==> config.mk <==
export PLATFORM = sky130hd
export DESIGN_NAME = gin_multicast_rx_flat
export DESIGN_NICKNAME = d
export VERILOG_FILES = /design/src/rtl/gin_multicast_rx_if.sv /design/src/rtl/gin_multicast_rx.sv /design/src/flat_wrapper.sv
export SDC_FILE = /design/constraint.sdc
export NUM_CORES = 2
export LEC_CHECK = 0
export ABC_AREA = 1
export BUFFER_PORTS_ARGS = -buffer_cell sky130_fd_sc_hd__buf_2
export CORE_MARGIN = 5
export CORE_UTILIZATION = 40
export CTS_CLUSTER_SIZE = 30
export DETAILED_ROUTE_END_ITERATION = 7
export PLACE_DENSITY = 0.56
export SLEW_MARGIN = 20
export SYNTH_ARGS = -nofsm -noshare
export SYNTH_HDL_FRONTEND = slang
export SYNTH_SLANG_ARGS = --single-unit
==> constraint.sdc <==
create_clock -name clk -period 24.4 [get_ports clk]
set_input_delay 3.66 -clock clk [delete_from_list [all_inputs] [get_ports clk]]
set_output_delay 3.66 -clock clk [all_outputs]
set_load 0.02 [all_outputs]
==> src/rtl/gin_multicast_rx_if.sv <==
// gin_multicast_rx_if: controller-to-PE handshake bundle for the GIN multicast receiver.
// Carries the three tagged class inputs (valid/ready, X/Y tags), the shared data word,
// and the per-PE valid/ready fan-out with broadcast data, class and drop pulse.
interface gin_multicast_rx_if #(
  parameter int NUMS_PE_ROW = 6,
  parameter int NUMS_PE_COL = 8,
  parameter int XID_BITS    = 5,
  parameter int YID_BITS    = 3,
  parameter int DATA_SIZE   = 32
);
  localparam int N = NUMS_PE_ROW * NUMS_PE_COL;

  // controller side
  logic [XID_BITS-1:0]  ifmap_tag_X;
  logic [XID_BITS-1:0]  filter_tag_X;
  logic [XID_BITS-1:0]  ipsum_tag_X;
  logic [YID_BITS-1:0]  ifmap_tag_Y;
  logic [YID_BITS-1:0]  filter_tag_Y;
  logic [YID_BITS-1:0]  ipsum_tag_Y;
  logic                 GLB_ifmap_valid;
  logic                 GLB_filter_valid;
  logic                 GLB_ipsum_valid;
  logic                 GLB_ifmap_ready;
  logic                 GLB_filter_ready;
  logic                 GLB_ipsum_ready;
  logic [DATA_SIZE-1:0] PE_data_in;

  // PE array side
  logic [N-1:0]         PE_valid;
  logic [N-1:0]         PE_ready;
  logic [DATA_SIZE-1:0] PE_data;
  logic [1:0]           PE_class;
  logic                 drop_err;

  // environment: drives tags/valids/data and PE readies
  modport master (
    output ifmap_tag_X, filter_tag_X, ipsum_tag_X,
    output ifmap_tag_Y, filter_tag_Y, ipsum_tag_Y,
    output GLB_ifmap_valid, GLB_filter_valid, GLB_ipsum_valid,
    input  GLB_ifmap_ready, GLB_filter_ready, GLB_ipsum_ready,
    output PE_data_in,
    input  PE_valid, PE_data, PE_class, drop_err,
    output PE_ready
  );

  // receiver
  modport slave (
    input  ifmap_tag_X, filter_tag_X, ipsum_tag_X,
    input  ifmap_tag_Y, filter_tag_Y, ipsum_tag_Y,
    input  GLB_ifmap_valid, GLB_filter_valid, GLB_ipsum_valid,
    output GLB_ifmap_ready, GLB_filter_ready, GLB_ipsum_ready,
    input  PE_data_in,
    output PE_valid, PE_data, PE_class, drop_err,
    input  PE_ready
  );
endinterface

==> src/rtl/gin_multicast_rx.sv <==
// gin_multicast_rx: GIN receiver; holds scan-loaded per-PE X/Y IDs and LN config, accepts one
// tagged word per handshake and multicasts it to every matching PE. Latency: accept to PE_valid 1 cycle.
// Backpressure: selected class ready = all pending PEs done this cycle; new word loads on last completion.
// Ports: clk/rst (sync, active-low), X/Y scan chains + set_LN/LN_config, gin (slave modport) handshake.
module gin_multicast_rx #(
  parameter int NUMS_PE_ROW = 6,
  parameter int NUMS_PE_COL = 8,
  parameter int XID_BITS    = 5,
  parameter int YID_BITS    = 3,
  parameter int DATA_SIZE   = 32
) (
  input  logic                   clk,
  input  logic                   rst,
  input  logic                   set_XID,
  input  logic [XID_BITS-1:0]    ifmap_XID_scan_in,
  input  logic [XID_BITS-1:0]    filter_XID_scan_in,
  input  logic [XID_BITS-1:0]    ipsum_XID_scan_in,
  input  logic                   set_YID,
  input  logic [YID_BITS-1:0]    ifmap_YID_scan_in,
  input  logic [YID_BITS-1:0]    filter_YID_scan_in,
  input  logic [YID_BITS-1:0]    ipsum_YID_scan_in,
  input  logic                   set_LN,
  input  logic [NUMS_PE_ROW-2:0] LN_config_in,
  output logic [NUMS_PE_ROW-2:0] LN_config,
  gin_multicast_rx_if.slave      gin
);
  localparam int N = NUMS_PE_ROW * NUMS_PE_COL;

  localparam logic [1:0] CLS_IFMAP  = 2'd0;
  localparam logic [1:0] CLS_FILTER = 2'd1;
  localparam logic [1:0] CLS_IPSUM  = 2'd2;

  // ID storage: X IDs per PE, Y IDs per row
  logic [XID_BITS-1:0] ifmap_xid_q  [N];
  logic [XID_BITS-1:0] filter_xid_q [N];
  logic [XID_BITS-1:0] ipsum_xid_q  [N];
  logic [YID_BITS-1:0] ifmap_yid_q  [NUMS_PE_ROW];
  logic [YID_BITS-1:0] filter_yid_q [NUMS_PE_ROW];
  logic [YID_BITS-1:0] ipsum_yid_q  [NUMS_PE_ROW];
  logic [NUMS_PE_ROW-2:0] ln_q;

  // buffered transaction
  logic [N-1:0]         pend_q,  pend_d;
  logic [DATA_SIZE-1:0] data_q,  data_d;
  logic [1:0]           cls_q,   cls_d;
  logic                 drop_q,  drop_d;

  logic                 sel_filter, sel_ifmap, sel_ipsum, sel_vld;
  logic                 done, accept;
  logic [1:0]           sel_cls;
  logic [N-1:0]         ifmap_hit, filter_hit, ipsum_hit, mask;

  // fixed priority filter > ifmap > ipsum
  assign sel_filter = gin.GLB_filter_valid;
  assign sel_ifmap  = gin.GLB_ifmap_valid & ~gin.GLB_filter_valid;
  assign sel_ipsum  = gin.GLB_ipsum_valid & ~gin.GLB_filter_valid & ~gin.GLB_ifmap_valid;
  assign sel_vld    = sel_filter | sel_ifmap | sel_ipsum;
  assign sel_cls    = sel_filter ? CLS_FILTER : (sel_ifmap ? CLS_IFMAP : CLS_IPSUM);

  // every pending PE either already finished or completes this cycle
  assign done   = ((pend_q & ~gin.PE_ready) == '0);
  assign accept = sel_vld & done;

  assign gin.GLB_filter_ready = sel_filter & done;
  assign gin.GLB_ifmap_ready  = sel_ifmap  & done;
  assign gin.GLB_ipsum_ready  = sel_ipsum  & done;

  // per-class target match against stored IDs; row of PE k is k / NUMS_PE_COL
  always_comb begin
    ifmap_hit  = '0;
    filter_hit = '0;
    ipsum_hit  = '0;
    for (int k = 0; k < N; k++) begin
      ifmap_hit[k]  = (ifmap_xid_q[k]  == gin.ifmap_tag_X)  &&
                      (ifmap_yid_q[k / NUMS_PE_COL]  == gin.ifmap_tag_Y);
      filter_hit[k] = (filter_xid_q[k] == gin.filter_tag_X) &&
                      (filter_yid_q[k / NUMS_PE_COL] == gin.filter_tag_Y);
      ipsum_hit[k]  = (ipsum_xid_q[k]  == gin.ipsum_tag_X)  &&
                      (ipsum_yid_q[k / NUMS_PE_COL]  == gin.ipsum_tag_Y);
    end
  end

  always_comb begin
    mask = '0;
    case (sel_cls)
      CLS_FILTER: mask = filter_hit;
      CLS_IFMAP:  mask = ifmap_hit;
      default:    mask = ipsum_hit;
    endcase
  end

  // a new accept overwrites the pending mask; otherwise completed PEs drop out
  always_comb begin
    pend_d = pend_q & ~gin.PE_ready;
    data_d = data_q;
    cls_d  = cls_q;
    drop_d = 1'b0;
    if (accept) begin
      pend_d = mask;
      data_d = gin.PE_data_in;
      cls_d  = sel_cls;
      drop_d = (mask == '0);
    end
  end

  always_ff @(posedge clk) begin
    if (!rst) begin
      pend_q <= '0;
      data_q <= '0;
      cls_q  <= CLS_IFMAP;
      drop_q <= 1'b0;
    end else begin
      pend_q <= pend_d;
      data_q <= data_d;
      cls_q  <= cls_d;
      drop_q <= drop_d;
    end
  end

  // X chains: shift toward PE 0, so the first value sent ends up in PE 0 after N shifts
  always_ff @(posedge clk) begin
    if (!rst) begin
      for (int k = 0; k < N; k++) begin
        ifmap_xid_q[k]  <= '0;
        filter_xid_q[k] <= '0;
        ipsum_xid_q[k]  <= '0;
      end
    end else if (set_XID) begin
      for (int k = 0; k < N-1; k++) begin
        ifmap_xid_q[k]  <= ifmap_xid_q[k+1];
        filter_xid_q[k] <= filter_xid_q[k+1];
        ipsum_xid_q[k]  <= ipsum_xid_q[k+1];
      end
      ifmap_xid_q[N-1]  <= ifmap_XID_scan_in;
      filter_xid_q[N-1] <= filter_XID_scan_in;
      ipsum_xid_q[N-1]  <= ipsum_XID_scan_in;
    end
  end

  // Y chains: same scheme over rows
  always_ff @(posedge clk) begin
    if (!rst) begin
      for (int r = 0; r < NUMS_PE_ROW; r++) begin
        ifmap_yid_q[r]  <= '0;
        filter_yid_q[r] <= '0;
        ipsum_yid_q[r]  <= '0;
      end
    end else if (set_YID) begin
      for (int r = 0; r < NUMS_PE_ROW-1; r++) begin
        ifmap_yid_q[r]  <= ifmap_yid_q[r+1];
        filter_yid_q[r] <= filter_yid_q[r+1];
        ipsum_yid_q[r]  <= ipsum_yid_q[r+1];
      end
      ifmap_yid_q[NUMS_PE_ROW-1]  <= ifmap_YID_scan_in;
      filter_yid_q[NUMS_PE_ROW-1] <= filter_YID_scan_in;
      ipsum_yid_q[NUMS_PE_ROW-1]  <= ipsum_YID_scan_in;
    end
  end

  always_ff @(posedge clk) begin
    if (!rst) begin
      ln_q <= '0;
    end else if (set_LN) begin
      ln_q <= LN_config_in;
    end
  end

  assign LN_config    = ln_q;
  assign gin.PE_valid = pend_q;
  assign gin.PE_data  = data_q;
  assign gin.PE_class = cls_q;
  assign gin.drop_err = drop_q;

endmodule

==> src/flat_wrapper.sv <==
// flat-port wrapper written by rule: the top's interface ports become plain ports
module gin_multicast_rx_flat 
#(
  parameter int NUMS_PE_ROW = 6,
  parameter int NUMS_PE_COL = 8,
  parameter int XID_BITS    = 5,
  parameter int YID_BITS    = 3,
  parameter int DATA_SIZE   = 32
)
  (clk, rst, set_XID, ifmap_XID_scan_in, filter_XID_scan_in, ipsum_XID_scan_in, set_YID, ifmap_YID_scan_in, filter_YID_scan_in, ipsum_YID_scan_in, set_LN, LN_config_in, LN_config, gin_ifmap_tag_X, gin_filter_tag_X, gin_ipsum_tag_X, gin_ifmap_tag_Y, gin_filter_tag_Y, gin_ipsum_tag_Y, gin_GLB_ifmap_valid, gin_GLB_filter_valid, gin_GLB_ipsum_valid, gin_GLB_ifmap_ready, gin_GLB_filter_ready, gin_GLB_ipsum_ready, gin_PE_data_in, gin_PE_valid, gin_PE_data, gin_PE_class, gin_drop_err, gin_PE_ready);
  gin_multicast_rx_if #(.NUMS_PE_ROW(NUMS_PE_ROW), .NUMS_PE_COL(NUMS_PE_COL), .XID_BITS(XID_BITS), .YID_BITS(YID_BITS), .DATA_SIZE(DATA_SIZE)) gin_i ();
  input  logic clk;
  input  logic rst;
  input  logic set_XID;
  input  logic [XID_BITS-1:0] ifmap_XID_scan_in;
  input  logic [XID_BITS-1:0] filter_XID_scan_in;
  input  logic [XID_BITS-1:0] ipsum_XID_scan_in;
  input  logic set_YID;
  input  logic [YID_BITS-1:0] ifmap_YID_scan_in;
  input  logic [YID_BITS-1:0] filter_YID_scan_in;
  input  logic [YID_BITS-1:0] ipsum_YID_scan_in;
  input  logic set_LN;
  input  logic [NUMS_PE_ROW-2:0] LN_config_in;
  output logic [NUMS_PE_ROW-2:0] LN_config;
  input wire logic [$bits(gin_i.ifmap_tag_X)-1:0] gin_ifmap_tag_X;
  input wire logic [$bits(gin_i.filter_tag_X)-1:0] gin_filter_tag_X;
  input wire logic [$bits(gin_i.ipsum_tag_X)-1:0] gin_ipsum_tag_X;
  input wire logic [$bits(gin_i.ifmap_tag_Y)-1:0] gin_ifmap_tag_Y;
  input wire logic [$bits(gin_i.filter_tag_Y)-1:0] gin_filter_tag_Y;
  input wire logic [$bits(gin_i.ipsum_tag_Y)-1:0] gin_ipsum_tag_Y;
  input wire logic [$bits(gin_i.GLB_ifmap_valid)-1:0] gin_GLB_ifmap_valid;
  input wire logic [$bits(gin_i.GLB_filter_valid)-1:0] gin_GLB_filter_valid;
  input wire logic [$bits(gin_i.GLB_ipsum_valid)-1:0] gin_GLB_ipsum_valid;
  output wire logic [$bits(gin_i.GLB_ifmap_ready)-1:0] gin_GLB_ifmap_ready;
  output wire logic [$bits(gin_i.GLB_filter_ready)-1:0] gin_GLB_filter_ready;
  output wire logic [$bits(gin_i.GLB_ipsum_ready)-1:0] gin_GLB_ipsum_ready;
  input wire logic [$bits(gin_i.PE_data_in)-1:0] gin_PE_data_in;
  output wire logic [$bits(gin_i.PE_valid)-1:0] gin_PE_valid;
  output wire logic [$bits(gin_i.PE_data)-1:0] gin_PE_data;
  output wire logic [$bits(gin_i.PE_class)-1:0] gin_PE_class;
  output wire logic [$bits(gin_i.drop_err)-1:0] gin_drop_err;
  input wire logic [$bits(gin_i.PE_ready)-1:0] gin_PE_ready;
  assign gin_i.ifmap_tag_X = gin_ifmap_tag_X;
  assign gin_i.filter_tag_X = gin_filter_tag_X;
  assign gin_i.ipsum_tag_X = gin_ipsum_tag_X;
  assign gin_i.ifmap_tag_Y = gin_ifmap_tag_Y;
  assign gin_i.filter_tag_Y = gin_filter_tag_Y;
  assign gin_i.ipsum_tag_Y = gin_ipsum_tag_Y;
  assign gin_i.GLB_ifmap_valid = gin_GLB_ifmap_valid;
  assign gin_i.GLB_filter_valid = gin_GLB_filter_valid;
  assign gin_i.GLB_ipsum_valid = gin_GLB_ipsum_valid;
  assign gin_GLB_ifmap_ready = gin_i.GLB_ifmap_ready;
  assign gin_GLB_filter_ready = gin_i.GLB_filter_ready;
  assign gin_GLB_ipsum_ready = gin_i.GLB_ipsum_ready;
  assign gin_i.PE_data_in = gin_PE_data_in;
  assign gin_PE_valid = gin_i.PE_valid;
  assign gin_PE_data = gin_i.PE_data;
  assign gin_PE_class = gin_i.PE_class;
  assign gin_drop_err = gin_i.drop_err;
  assign gin_i.PE_ready = gin_PE_ready;
  gin_multicast_rx #(.NUMS_PE_ROW(NUMS_PE_ROW), .NUMS_PE_COL(NUMS_PE_COL), .XID_BITS(XID_BITS), .YID_BITS(YID_BITS), .DATA_SIZE(DATA_SIZE)) u_core (.clk(clk), .rst(rst), .set_XID(set_XID), .ifmap_XID_scan_in(ifmap_XID_scan_in), .filter_XID_scan_in(filter_XID_scan_in), .ipsum_XID_scan_in(ipsum_XID_scan_in), .set_YID(set_YID), .ifmap_YID_scan_in(ifmap_YID_scan_in), .filter_YID_scan_in(filter_YID_scan_in), .ipsum_YID_scan_in(ipsum_YID_scan_in), .set_LN(set_LN), .LN_config_in(LN_config_in), .LN_config(LN_config), .gin(gin_i));
endmodule
-- Yosys cells after proc, flatten, opt, wreduce, memory -nomap -nowiden
Memory sizes are Yosys's and may differ from the RTL's.
Cells that the tools add are included.
- memories: 6
- flip-flop bits (word level): 88
- bits in writable memories: 774
- word-level logic and storage cells: 670
- input port bits: 141
- memories (name ; words ; width ; rd ports ; clocked after Yosys merged registers in ; write ports ; line ; text):
    u_core.filter_xid_q ; 48 ; 5 ; 48 ; 0 ; 48 ; gin_multicast_rx.sv:35 ; logic [XID_BITS-1:0] filter_xid_q [N];
    u_core.ifmap_xid_q ; 48 ; 5 ; 48 ; 0 ; 48 ; gin_multicast_rx.sv:34 ; logic [XID_BITS-1:0] ifmap_xid_q [N];
    u_core.ipsum_xid_q ; 48 ; 5 ; 48 ; 0 ; 48 ; gin_multicast_rx.sv:36 ; logic [XID_BITS-1:0] ipsum_xid_q [N];
    u_core.filter_yid_q ; 6 ; 3 ; 6 ; 0 ; 6 ; gin_multicast_rx.sv:38 ; logic [YID_BITS-1:0] filter_yid_q [NUMS_PE_ROW];
    u_core.ifmap_yid_q ; 6 ; 3 ; 6 ; 0 ; 6 ; gin_multicast_rx.sv:37 ; logic [YID_BITS-1:0] ifmap_yid_q [NUMS_PE_ROW];
    u_core.ipsum_yid_q ; 6 ; 3 ; 6 ; 0 ; 6 ; gin_multicast_rx.sv:39 ; logic [YID_BITS-1:0] ipsum_yid_q [NUMS_PE_ROW];
- reductions and logical operators: 148
- equality and inequality tests: 163
- mux-type cells: 173
- bitwise operators: 175
- operators with widths (operator ; count):
    == test 5 bit ; 144
    two-way mux 5 bit ; 144
    bitwise OR 1 bit ; 164
    logical AND 1 bit ; 144
    logical NOT 48 bit ; 2
    one-hot mux 48 bit (2 select lines) ; 1
    == test 3 bit ; 18
    two-way mux 3 bit ; 18
    AND 48 bit ; 1
    two-way mux 48 bit ; 1
    inverter 48 bit ; 1
    AND 1 bit ; 7
    two-way mux 1 bit ; 7
    two-way mux 2 bit ; 2
    == test 2 x 1 -> 1 bit (second input constant) ; 1
    logical NOT 2 bit ; 1
    inverter 1 bit ; 2
    AND reduction 2 bit ; 1

-- Depth between registers and ports, before layout
- depth in word-level cells: 7
- depth in mapped cells: 16

-- Worst setup path after synthesis
No wires, ideal clock.
- path type: input to register
- from: input rst
- to: memory u_core.filter_xid_q[0][0], enable pin
- library setup time: 0.793 ns
- cell stages on the path: 3
- arrival time: 12.558 ns
- required time: 23.607 ns
- slack: 11.048 ns
- path through: inv_1 -> clkbuf_1 -> or2_2
- RTL lines (item ; line ; text):
    start, declared ; flat_wrapper.sv:13 ; input logic rst;
    end, declared ; gin_multicast_rx.sv:35 ;

-- Worst setup path in the final report
- from: input gin_PE_ready[32]
- to: output gin_GLB_filter_ready
- longest elaborated chain between the ends: 4
- ends and longest elaborated chain (item ; line ; text):
    start, declared ; flat_wrapper.sv:42 ; input wire logic [$bits(gin_i.PE_ready)-1:0] gin_PE_ready;
    inverter 48 bit ; gin_multicast_rx.sv:61 ; assign done = ((pend_q & ~gin.PE_ready) == '0);
    AND 48 bit ; gin_multicast_rx.sv:61 ;
    logical NOT 48 bit ; gin_multicast_rx.sv:61 ;
    AND 1 bit ; gin_multicast_rx.sv:64 ; assign gin.GLB_filter_ready = sel_filter & done;
    end, declared ; flat_wrapper.sv:35 ; output wire logic [$bits(gin_i.GLB_filter_ready)-1:0] gin_GLB_filter_ready;
No other way between the ends.

==> flow_summary.yaml <==
place:
  gp_congestion: 0.857
  place_area_sq_um: 46600
  dp_cells: 6766
  numPortBuffers: 231
  pre_cts_ws_ns: 14.78
  dpl.hpwl_mm: 81.0
clock_tree:
  ctsLongestPathBuffers: 3
  htreeDepth: 3
  cts_buffers: 97
  clkSinkCount: 862
  post_cts_resized: 0
  cts_root_buffer: "clkbuf_16"
  postCtsHoldBufs: 0
  post-cts-setup-buffers: 0
  path_clk_slew_ns: 0.06
  cts_tree: "built"
  clk_latency_ns: 0.67
synthesis:
  ys.flop_type: "edfxtp_1"
  ys_types: 35
  netlist_top_cells_area: "edfxtp_1 (53%), nand2_1 (9.9%), nor2_1 (8.6%)"
  yosysTopAreaCell: "edfxtp_1"
  synth_edf_count: 774
  async_flop_share: 0
  synth.net_count: 5380
  synth_seq_area_share: 0.565
  synth_seq_cells: 862
  syn_inst: 5239
  ys_warn_count: 0
  synth.avg_cell_area_sq_um: 8.45
  synth.top_cell.area_share: 0.525
  syn_area_sq_um: 44200
route:
  viasPerCell: 4.85
  drt-total-wl_mm: 125
  firstDrtPassIters: 8
  vias: 33700
  drtIter0Drc: 2850
  wl_met3_mm: 8.24
  final_antenna_net_count: 0
  drc_errors: 0
  wl_per_cell_um: 17.9
  met2WireLength_mm: 57.5
  wl_met1_mm: 56.6
  top_layer: "met5"
setup_path:
  cp.arrival_ns: 5.94
  slowest_stage: "nor2_1"
  endpoint_kind: "primary output"
  crit_fanout: 5
  startpoint_type: "primary input"
  path_common_cell: "nor2_1"
  crit_path_max_incr_delay_ns: 0.75
  critPathKind: "primary input to primary output"
  path_cells: "buf_2 > inv_1 > nand2_1 > nand2_1 > nor2_1 > nand4_1 > nor2_1 > nand3_2 > nor2_1 > buf_2"
  worstPathRequired_ns: 20.74
floorplan:
  die_h_um: 343
  io_pins: 232
  die_w_um: 343
  core_area_sq_um: 110000
  row_count: 122
  initial_core_util: 0.401
  die-area_sq_um: 117000
sta:
  worst_clock_skew_ns: 0.0210
  maxSlewHeadroom: 0.220
  finalCritPeriodShare: 0.393
  fmax_mhz: 104
  finalSetupViolCount: 0
  post-route-min-period_ns: 9.60
  hold_viol: 0
  finalMaxSlewViolations: 0
  fin_setup_tns_ns: 0
  fin_ws_ns: 14.80
  grt_setup_unrepaired: "no"
  tightest_slew_ns: 1.17
layout:
  layout-drive-gt1-share: 0.0839
  final_common_cell: "nand2_1"
  final_nets: 5518
  area_growth_syn_to_layout_pct: 12.2
  fill_cells: 10800
  fin_area_sq_um: 49700
  fin_cells: 6949
  final_cell_mix: "nand2_1 (1167), nor2_1 (1013), inv_1 (935)"
global_route:
  track_usage: 0.206
  grt_pass1_wl_mm: 188
  grt.overflow.total: 0
  grt_pass1_vias: 31700
  antenna_found_initial: 8
  grt_max_degree: 189
hold_path:
  hp-class: "flop to flop"
power:
  peakVddDrop_uv: 49.8
  powerDensity_nw_per_um2: 72.4
  p_leak_nw: 22.4
flow_run:
  maxCapViolCount: 0
outcome:
  status: "completed"
==> path summary, 6_finish.rpt <==
| check | depth (start not counted) | to | from | slack [ns] |
|---|---|---|---|---|
| hold / removal | 2 | u_core.gin.PE_data[15] | u_core.gin.PE_data[15] | 0.46 |
| hold reg to reg | 2 | u_core.gin.PE_data[15] | u_core.gin.PE_data[15] | 0.46 |
| setup reg to reg | 10 | u_core.gin.PE_valid[11] | u_core.gin.PE_valid[32] | 20.85 |
| setup / recovery | 10 | gin_GLB_filter_ready | gin_PE_ready[32] | 14.80 |
==> registers in the layout, indices dropped and copies added, names as in the netlist <==
register	cells
u_core.filter_xid_q	240
u_core.ifmap_xid_q	240
u_core.ipsum_xid_q	240
u_core.gin.PE_valid	48
u_core.gin.PE_data	32
u_core.filter_yid_q	18
u_core.ifmap_yid_q	18
u_core.ipsum_yid_q	18
u_core.LN_config	5
u_core.gin.PE_class	2
u_core.gin.drop_err	1
==> routing by layer <==
| metal | vias up | track usage |
|---|---|---|
| met4 | 4 | 0.0485 |
| li1 | 16600 | - |
| met2 | 958 | 0.336 |
| met3 | 138 | 0.0312 |
| met5 | - | 0 |
| met1 | 16000 | 0.293 |
==> per-stage QoR <==
stage | total power (W) | utilization | hold WS [ns]
4_1_cts | 0.00362 | 0.451 | 0.459
3_5_place_dp | 0.00219 | 0.422 | 0.449
6_report | 0.00359 | 0.451 | 0.456
3_3_place_gp | 0.00218 | 0.422 | 0.446
5_1_grt | 0.00374 | 0.451 | 0.475
2_1_floorplan | 0.00208 | - | 0.504
==> logic make-up (layout without fill, tap and decap cells) <==
family,count (synthesis),count (layout),synth area share
buf+inv,1200,1421,0.108
simple gates,2508,2508,0.224
compound gates,390,390,0.0480
other cells,0,1,0
flops,862,862,0.565
xor+xnor,279,279,0.0552
==> synth_stat cells (6+ instances only) <==
cell type,number
nor2_1,1014
buf_6,6
a21oi_1,166
xnor2_1,115
nand4_1,34
nand2_1,1169
nand3_1,192
buf_4,21
nor3_1,71
xor2_1,164
nand3b_1,9
o21ai_0,112
dfxtp_1,88
buf_2,104
or2_2,12
clkbuf_1,118
edfxtp_1,774
inv_2,6
inv_1,939
o22ai_1,85
o211ai_1,18
==> critical path: cells and delay by family <==
kind                   cells  cell delay, ns
buffers and inverters      3            0.32
and+or+nand+nor            7            1.94
==> area by class of cell <==
class	instances	area, sq um	share of cell area
diodes	1	2.50	0.0000504
clock inverters	46	330	0.00665
multi-input cells	3177	14500	0.292
flip-flops and latches	862	25000	0.503
clock buffers	136	2770	0.0557
well taps	1488	1860	0.0375
inverters	949	3560	0.0718
repair buffers	290	1630	0.0328
==> report_power, final <==
| part | internal [W] | switching, W |
|---|---|---|
| Combinational | 0.000120 | 0.000264 |
| Sequential | 0.00171 | 0.0000582 |
| Clock | 0.000822 | 0.000614 |
| Total | 0.00266 | 0.000937 |
Power figures use the tool's default switching activity.
